--- src/rtl/dm_burst_ctrl.sv ---
// dm_burst_ctrl: turns one block memory request into the DMI sequence for 32-bit
// abstract memory access with post-increment (DATA1 once, then COMMAND/poll/DATA0 per word).
module dm_burst_ctrl #(
  parameter int POLL_LIMIT = 256
) (
  input  logic        clk,
  input  logic        reset,
  input  logic        cmd_valid,
  output logic        cmd_ready,
  input  logic        cmd_write,
  input  logic [31:0] cmd_addr,
  input  logic [7:0]  cmd_len,
  input  logic        wr_valid,
  output logic        wr_ready,
  input  logic [31:0] wr_data,
  output logic        rd_valid,
  input  logic        rd_ready,
  output logic [31:0] rd_data,
  output logic        done,
  output logic [1:0]  err,
  output logic [8:0]  words_done,
  output logic        dmi_valid,
  input  logic        dmi_ready,
  output logic        dmi_write,
  output logic [6:0]  dmi_addr,
  output logic [31:0] dmi_wdata,
  input  logic [31:0] dmi_rdata
);

  localparam logic [6:0]  ADDR_DATA0      = 7'h04;
  localparam logic [6:0]  ADDR_DATA1      = 7'h05;
  localparam logic [6:0]  ADDR_ABSTRACTCS = 7'h16;
  localparam logic [6:0]  ADDR_COMMAND    = 7'h17;
  localparam logic [31:0] CMD_READ_WORD   = 32'h0228_0000;
  localparam logic [31:0] CMD_WRITE_WORD  = 32'h0229_0000;
  localparam logic [31:0] CMDERR_CLEAR    = 32'h0000_0700;
  localparam int          PCW             = $clog2(POLL_LIMIT + 1);

  localparam logic [1:0]  ERR_NONE    = 2'd0;
  localparam logic [1:0]  ERR_CMDERR  = 2'd1;
  localparam logic [1:0]  ERR_TIMEOUT = 2'd2;

  typedef enum logic [3:0] {
    S_IDLE     = 4'd0,
    S_SET_ADDR = 4'd1,
    S_WAIT_WR  = 4'd2,
    S_LOAD_D0  = 4'd3,
    S_CMD      = 4'd4,
    S_POLL     = 4'd5,
    S_GET_D0   = 4'd6,
    S_PUSH     = 4'd7,
    S_NEXT     = 4'd8,
    S_CLR      = 4'd9,
    S_DONE     = 4'd10
  } state_t;

  state_t           state_r;
  state_t           state_nxt_s;
  logic             phase_r;      // 0: ISSUE, 1: RESP
  logic             phase_nxt_s;

  logic [7:0]       len_r;
  logic             write_r;
  logic [8:0]       words_done_r;
  logic [PCW-1:0]   poll_cnt_r;
  logic [1:0]       err_r;
  logic [31:0]      rd_data_r;

  logic             cmd_ready_r;
  logic             wr_ready_r;
  logic             rd_valid_r;
  logic             done_r;
  logic             dmi_valid_r;
  logic             dmi_write_r;
  logic [6:0]       dmi_addr_r;
  logic [31:0]      dmi_wdata_r;

  logic             cmd_ready_s;
  logic             wr_ready_s;
  logic             rd_valid_s;
  logic             done_s;
  logic             dmi_valid_s;
  logic             dmi_write_s;
  logic [6:0]       dmi_addr_s;
  logic [31:0]      dmi_wdata_s;

  logic             accept_s;
  logic             dmi_hs_s;
  logic             poll_resp_s;
  logic             busy_s;
  logic             cmderr_s;
  logic             poll_last_s;
  logic             last_word_s;
  logic             enter_cmd_s;

  function automatic logic is_dmi_state(input state_t s);
    case (s)
      S_SET_ADDR, S_LOAD_D0, S_CMD, S_POLL, S_GET_D0, S_CLR: is_dmi_state = 1'b1;
      default:                                               is_dmi_state = 1'b0;
    endcase
  endfunction

  assign accept_s    = (state_r == S_IDLE) && cmd_valid;
  assign dmi_hs_s    = dmi_valid_r && dmi_ready;
  assign poll_resp_s = (state_r == S_POLL) && phase_r;
  assign busy_s      = dmi_rdata[12];
  assign cmderr_s    = |dmi_rdata[10:8];
  assign poll_last_s = (poll_cnt_r == PCW'(POLL_LIMIT - 1));
  assign last_word_s = (words_done_r == {1'b0, len_r});
  assign enter_cmd_s = (state_nxt_s == S_CMD) && (state_r != S_CMD);

  // State and DMI phase registers
  always_ff @(posedge clk or posedge reset) begin
    if (reset) begin
      state_r <= S_IDLE;
      phase_r <= 1'b0;
    end else begin
      state_r <= state_nxt_s;
      phase_r <= phase_nxt_s;
    end
  end

  // Next-state logic; DMI states only advance at the end of their RESP cycle
  always_comb begin
    state_nxt_s = state_r;
    phase_nxt_s = 1'b0;
    if (is_dmi_state(state_r)) begin
      if (phase_r) begin
        phase_nxt_s = 1'b0;
      end else if (dmi_hs_s) begin
        phase_nxt_s = 1'b1;
      end else begin
        phase_nxt_s = 1'b0;
      end
    end else begin
      phase_nxt_s = 1'b0;
    end

    case (state_r)
      S_IDLE: begin
        if (cmd_valid) state_nxt_s = S_SET_ADDR;
        else           state_nxt_s = S_IDLE;
      end
      S_SET_ADDR: begin
        if (phase_r) state_nxt_s = write_r ? S_WAIT_WR : S_CMD;
        else         state_nxt_s = S_SET_ADDR;
      end
      S_WAIT_WR: begin
        if (wr_valid && wr_ready_r) state_nxt_s = S_LOAD_D0;
        else                        state_nxt_s = S_WAIT_WR;
      end
      S_LOAD_D0: begin
        if (phase_r) state_nxt_s = S_CMD;
        else         state_nxt_s = S_LOAD_D0;
      end
      S_CMD: begin
        if (phase_r) state_nxt_s = S_POLL;
        else         state_nxt_s = S_CMD;
      end
      S_POLL: begin
        if (!phase_r)          state_nxt_s = S_POLL;
        else if (cmderr_s)     state_nxt_s = S_CLR;
        else if (busy_s)       state_nxt_s = poll_last_s ? S_CLR : S_POLL;
        else                   state_nxt_s = write_r ? S_NEXT : S_GET_D0;
      end
      S_GET_D0: begin
        if (phase_r) state_nxt_s = S_PUSH;
        else         state_nxt_s = S_GET_D0;
      end
      S_PUSH: begin
        if (rd_valid_r && rd_ready) state_nxt_s = S_NEXT;
        else                        state_nxt_s = S_PUSH;
      end
      S_NEXT: begin
        if (last_word_s) state_nxt_s = S_DONE;
        else             state_nxt_s = write_r ? S_WAIT_WR : S_CMD;
      end
      S_CLR: begin
        if (phase_r) state_nxt_s = S_DONE;
        else         state_nxt_s = S_CLR;
      end
      S_DONE:  state_nxt_s = S_IDLE;
      default: state_nxt_s = S_IDLE;
    endcase
  end

  // Output decode from the next state so every output comes straight from a flop
  always_comb begin
    cmd_ready_s = (state_nxt_s == S_IDLE);
    wr_ready_s  = (state_nxt_s == S_WAIT_WR);
    rd_valid_s  = (state_nxt_s == S_PUSH);
    done_s      = (state_nxt_s == S_DONE);
    dmi_valid_s = is_dmi_state(state_nxt_s) && !phase_nxt_s;
    dmi_write_s = 1'b0;
    dmi_addr_s  = 7'h00;
    dmi_wdata_s = 32'h0000_0000;
    case (state_nxt_s)
      S_SET_ADDR: begin
        dmi_write_s = 1'b1;
        dmi_addr_s  = ADDR_DATA1;
        if (state_r == S_IDLE) dmi_wdata_s = cmd_addr;
        else                   dmi_wdata_s = dmi_wdata_r;
      end
      S_LOAD_D0: begin
        dmi_write_s = 1'b1;
        dmi_addr_s  = ADDR_DATA0;
        if (state_r == S_WAIT_WR) dmi_wdata_s = wr_data;
        else                      dmi_wdata_s = dmi_wdata_r;
      end
      S_CMD: begin
        dmi_write_s = 1'b1;
        dmi_addr_s  = ADDR_COMMAND;
        dmi_wdata_s = write_r ? CMD_WRITE_WORD : CMD_READ_WORD;
      end
      S_POLL: begin
        dmi_write_s = 1'b0;
        dmi_addr_s  = ADDR_ABSTRACTCS;
      end
      S_GET_D0: begin
        dmi_write_s = 1'b0;
        dmi_addr_s  = ADDR_DATA0;
      end
      S_CLR: begin
        dmi_write_s = 1'b1;
        dmi_addr_s  = ADDR_ABSTRACTCS;
        dmi_wdata_s = CMDERR_CLEAR;
      end
      default: begin
        dmi_write_s = 1'b0;
        dmi_addr_s  = 7'h00;
        dmi_wdata_s = 32'h0000_0000;
      end
    endcase
  end

  // Output registers; reset drops the handshake strobes asynchronously
  always_ff @(posedge clk or posedge reset) begin
    if (reset) begin
      cmd_ready_r <= 1'b1;
      wr_ready_r  <= 1'b0;
      rd_valid_r  <= 1'b0;
      done_r      <= 1'b0;
      dmi_valid_r <= 1'b0;
      dmi_write_r <= 1'b0;
      dmi_addr_r  <= 7'h00;
      dmi_wdata_r <= 32'h0000_0000;
    end else begin
      cmd_ready_r <= cmd_ready_s;
      wr_ready_r  <= wr_ready_s;
      rd_valid_r  <= rd_valid_s;
      done_r      <= done_s;
      dmi_valid_r <= dmi_valid_s;
      dmi_write_r <= dmi_write_s;
      dmi_addr_r  <= dmi_addr_s;
      dmi_wdata_r <= dmi_wdata_s;
    end
  end

  // Burst bookkeeping: request latch, word and poll counters, error code, read word
  always_ff @(posedge clk or posedge reset) begin
    if (reset) begin
      len_r        <= 8'd0;
      write_r      <= 1'b0;
      words_done_r <= 9'd0;
      poll_cnt_r   <= '0;
      err_r        <= ERR_NONE;
      rd_data_r    <= 32'h0000_0000;
    end else begin
      if (accept_s) begin
        len_r        <= cmd_len;
        write_r      <= cmd_write;
        words_done_r <= 9'd0;
        err_r        <= ERR_NONE;
      end else if (state_r == S_NEXT) begin
        words_done_r <= words_done_r + 9'd1;
      end else if (poll_resp_s && cmderr_s) begin
        err_r <= ERR_CMDERR;
      end else if (poll_resp_s && busy_s && poll_last_s) begin
        err_r <= ERR_TIMEOUT;
      end

      // Only completed busy polls are counted, so the limit is never exceeded
      if (enter_cmd_s) begin
        poll_cnt_r <= '0;
      end else if (poll_resp_s && !cmderr_s && busy_s && !poll_last_s) begin
        poll_cnt_r <= poll_cnt_r + PCW'(1);
      end

      if ((state_r == S_GET_D0) && phase_r) begin
        rd_data_r <= dmi_rdata;
      end
    end
  end

  assign cmd_ready  = cmd_ready_r;
  assign wr_ready   = wr_ready_r;
  assign rd_valid   = rd_valid_r;
  assign rd_data    = rd_data_r;
  assign done       = done_r;
  assign err        = err_r;
  assign words_done = words_done_r;
  assign dmi_valid  = dmi_valid_r;
  assign dmi_write  = dmi_write_r;
  assign dmi_addr   = dmi_addr_r;
  assign dmi_wdata  = dmi_wdata_r;

endmodule

--- config.mk ---
export PLATFORM = sky130hd
export DESIGN_NAME = dm_burst_ctrl
export DESIGN_NICKNAME = d
export VERILOG_FILES = /design/src/rtl/dm_burst_ctrl.sv
export SDC_FILE = /design/constraint.sdc
export NUM_CORES = 1
export LEC_CHECK = 0
export CAP_MARGIN = 30
export CELL_PAD_IN_SITES_DETAIL_PLACEMENT = 1
export CELL_PAD_IN_SITES_GLOBAL_PLACEMENT = 2
export CORE_ASPECT_RATIO = 1.2
export CORE_UTILIZATION = 41
export DETAILED_ROUTE_END_ITERATION = 10
export DONT_BUFFER_PORTS = 1
export PLACE_DENSITY_LB_ADDON = 0.1
export SYNTH_ARGS = -nofsm -noshare
export SYNTH_HDL_FRONTEND = slang
export SYNTH_SLANG_ARGS = --single-unit
--- constraint.sdc ---
create_clock -name clk -period 8.55 [get_ports clk]
set_input_delay 0.855 -clock clk [delete_from_list [all_inputs] [get_ports clk]]
set_output_delay 0.855 -clock clk [all_outputs]
set_load 0.05 [all_outputs]
==> run summary <==
Area grow syn2layout: 7.85%
Crit path cell chain: xor2_1 -> nor4_1 -> nand4_2 -> nand3_4 -> and2b_1 -> a22oi_1 -> a31oi_1
Setup Skew: 0.00953 ns
Port bufs: 0
DRT iter0 DRCs: 128
Top-count cell post-synth: dfrtp_1
Largest net degree at the start of global routing: 62
Vias post-DR: 3417
Yosys reg bits: 107
Number of flops mapped to enable cells by yosys: 0
Vias/cell: 5.60
DRC viols: 0
Peak supply drop: 0.203 mV
Total power: 2.54 mW
Mapped Cells: 460
Commonest cells post-synth: 106 x dfrtp_1, 71 x nand2_1, 38 x nor2_1
Initial antenna violation count: 0
CP endpoint kind: flip-flop
RR Startpoint: words_done[0]
WL met3: 1040 um
Number of hold buffers added after CTS: 0
Metal1 wirelength: 4760 um
Max_cap viols: 0
Die area: 12500 um2
Post-synth top area share: 0.535
Clock Latency Late Sink: 0.35 ns
GR Overflow Total: 0
Max transition margin: 0.327
Sequential area share after synthesis: 0.541
Max-slew violations: 0
Initial DRT Pass Iterations: 4
# IOs: 199
Post-layout util: 0.458
Layout cell share with drive strength beyond 1: 0.155
DIE HEIGHT: 122 um
DR WL met2: 5490 um
Critical Path Max Stage Delay: 0.82 ns
Global-route wire length before repair: 18100 um
GP Congestion: 0.834
H-tree levels: 3
Yosys cell types: 63
Power Dens Cells: 475 nW/um2
Wire length per cell: 18.8 um
Overall Global Routing Usage: 0.189
Final Hold Fails: 0
Flop2flop setup slack: 5.34 ns
Synth Flop Type: dfrtp_1
Fill count: 1325
Setup bufs post-CTS: 0
Synth Area per Inst: 10.8 um2
Startpoint types: flip-flop
Fmax: 311 MHz
Mapped Area: 4950 um2
CP Data Arrival Time: 3.47 ns
Setup tns final: 0 ns
Asr flop ratio synth: 1.00
RSZ-0062 raised after global routing: false
DP Wirelength: 8420 um
Initial Util: 0.424
Setup violators final: 0
Run status: finished, final reports clean
CP startpoint: words_done[0]
Nets: 562
Min setup slack post-route: 5.34 ns
CTS sink count: 107
CTS tree: built
Die X: 102 um
Final WL: 11500 um
Cts bufs inserted: 9
Post-layout minimum cycle time: 3.21 ns
CP max stage cell: and2b_1
CTS Buffer Depth: 2
FF-to-FF path depth: 7
Crit Reg-Reg Endpoint: dmi_wdata[9]
Reg clk slew, reported paths: 0.08 ns
Cell taking the most area after synthesis: dfrtp_1
HP Class: in -> async
Root buffer cell: clkbuf_16
Pre-CTS WS: 5.26 ns
Minimum hold slack: 0.427 ns
N_diodes: 0
Post-CTS resize count: 0
Fin crit share: 0.376
Top Layer Used: met4
Total core area: 11700 um2
Vias in the first global route: 3544
Critical Path Fanout Max: 31
Antenna Nets Post-Route: 0
Synth area leaders: dfrtp_1 54%, mux2_2 7.3%, nand2_1 5.4%, a22oi_1 4.7%, xor2_1 3.2%
Crit path required time: 8.81 ns
Row Count: 43
Pleak: 2.33 nW
Measured slew at the worst slew-check pin: 1.01 ns
Setup Crit Path Kind: reg -> reg
Ys Warns: 0
## layer usage
| layer | GRT usage | up-vias |
|---|---|---|
| li1 | - | 1590 |
| met1 | 0.233 | 1675 |
| met2 | 0.304 | 141 |
| met3 | 0.0683 | 11 |
| met4 | 0.0661 | 0 |
| met5 | 0 | - |
## placed cells by master, fill, tap and decap left out, types with 4 or more instances in the layout
cell type / instances
nor3_1: 4
a22oi_1: 31
mux2_2: 32
nand3_1: 12
clkbuf_16: 9
nand4_1: 5
nand2_1: 71
a31oi_1: 4
a21oi_1: 10
o21ai_1: 26
inv_1: 6
buf_4: 4
nor2_1: 38
xnor2_1: 5
dfrtp_1: 106
xor2_1: 18
## per-stage QoR
step / cell area, um2 / instances
2_1_floorplan: 4960 / 462
3_3_place_gp: 5040 / 594
3_5_place_dp: 5040 / 594
4_1_cts: 5340 / 610
5_1_grt: 5340 / 610
6_report: 5340 / 610
## final cells by class
class                           count  area, um2  area share
Sequential cell                   107       2680       0.501
Multi-Input combinational cell    319       2100       0.394
Clock buffer                        9        225      0.0421
Tap cell                          157        196      0.0368
Clock inverter                      7       80.1      0.0150
Timing Repair Buffer                4       30.0     0.00562
Inverter                            7       28.8     0.00539
## critical path: cells and delay by family (launching register included)
kind | cells | cell delay, ns
AND/OR/NAND/NOR | 4 | 1.82
AO/OA/AOI/OAI | 2 | 0.41
XOR/XNOR | 1 | 0.15
flip-flops | 1 | 0.74
## cells by family (layout without fill, tap and decap cells)
| family | Yosys count | after routing | share of synthesized area |
|---|---|---|---|
| other cells | 1 | 3 | 0.000757 |
| buf+inv | 36 | 27 | 0.0371 |
| fa+ha+maj | 3 | 3 | 0.00758 |
| compound gates | 95 | 95 | 0.139 |
| simple gates | 161 | 161 | 0.157 |
| mux | 34 | 34 | 0.0768 |
| flops | 107 | 107 | 0.541 |
| xor+xnor | 23 | 23 | 0.0407 |
## how the worst max path moves through the flow
stage	slack (ns)	to	cells past startpoint
floorplan	4.88	dmi_addr[0]	1
global placement	5.24	dmi_wdata[1]	7
detailed placement	5.26	dmi_wdata[21]	6
CTS	5.30	dmi_wdata[9]	7
global route	5.07	dmi_wdata[21]	7
finish	5.34	dmi_wdata[9]	7
## state kept, by name, indices dropped and copies added, names as in the netlist
| signal | flops |
|---|---|
| err | 2 |
| dmi_addr | 3 |
| words_done | 9 |
| done | 1 |
| write_r | 1 |
| rd_valid | 1 |
| wr_ready | 1 |
| state_r | 4 |
| rd_data | 32 |
| dmi_valid | 1 |
| poll_cnt_r | 9 |
| phase_r | 1 |
| cmd_ready | 1 |
| len_r | 8 |
| dmi_wdata | 32 |
| dmi_write | 1 |
## power breakdown
part / switching [mW] / total (mW) / leakage (nW) / internal (mW)
combinational: 0.444 / 0.756 / 0.822 / 0.313
sequential: 0.682 / 1.37 / 1.36 / 0.683
clock: 0.206 / 0.415 / 0.146 / 0.209
Power figures use the tool's default switching activity.
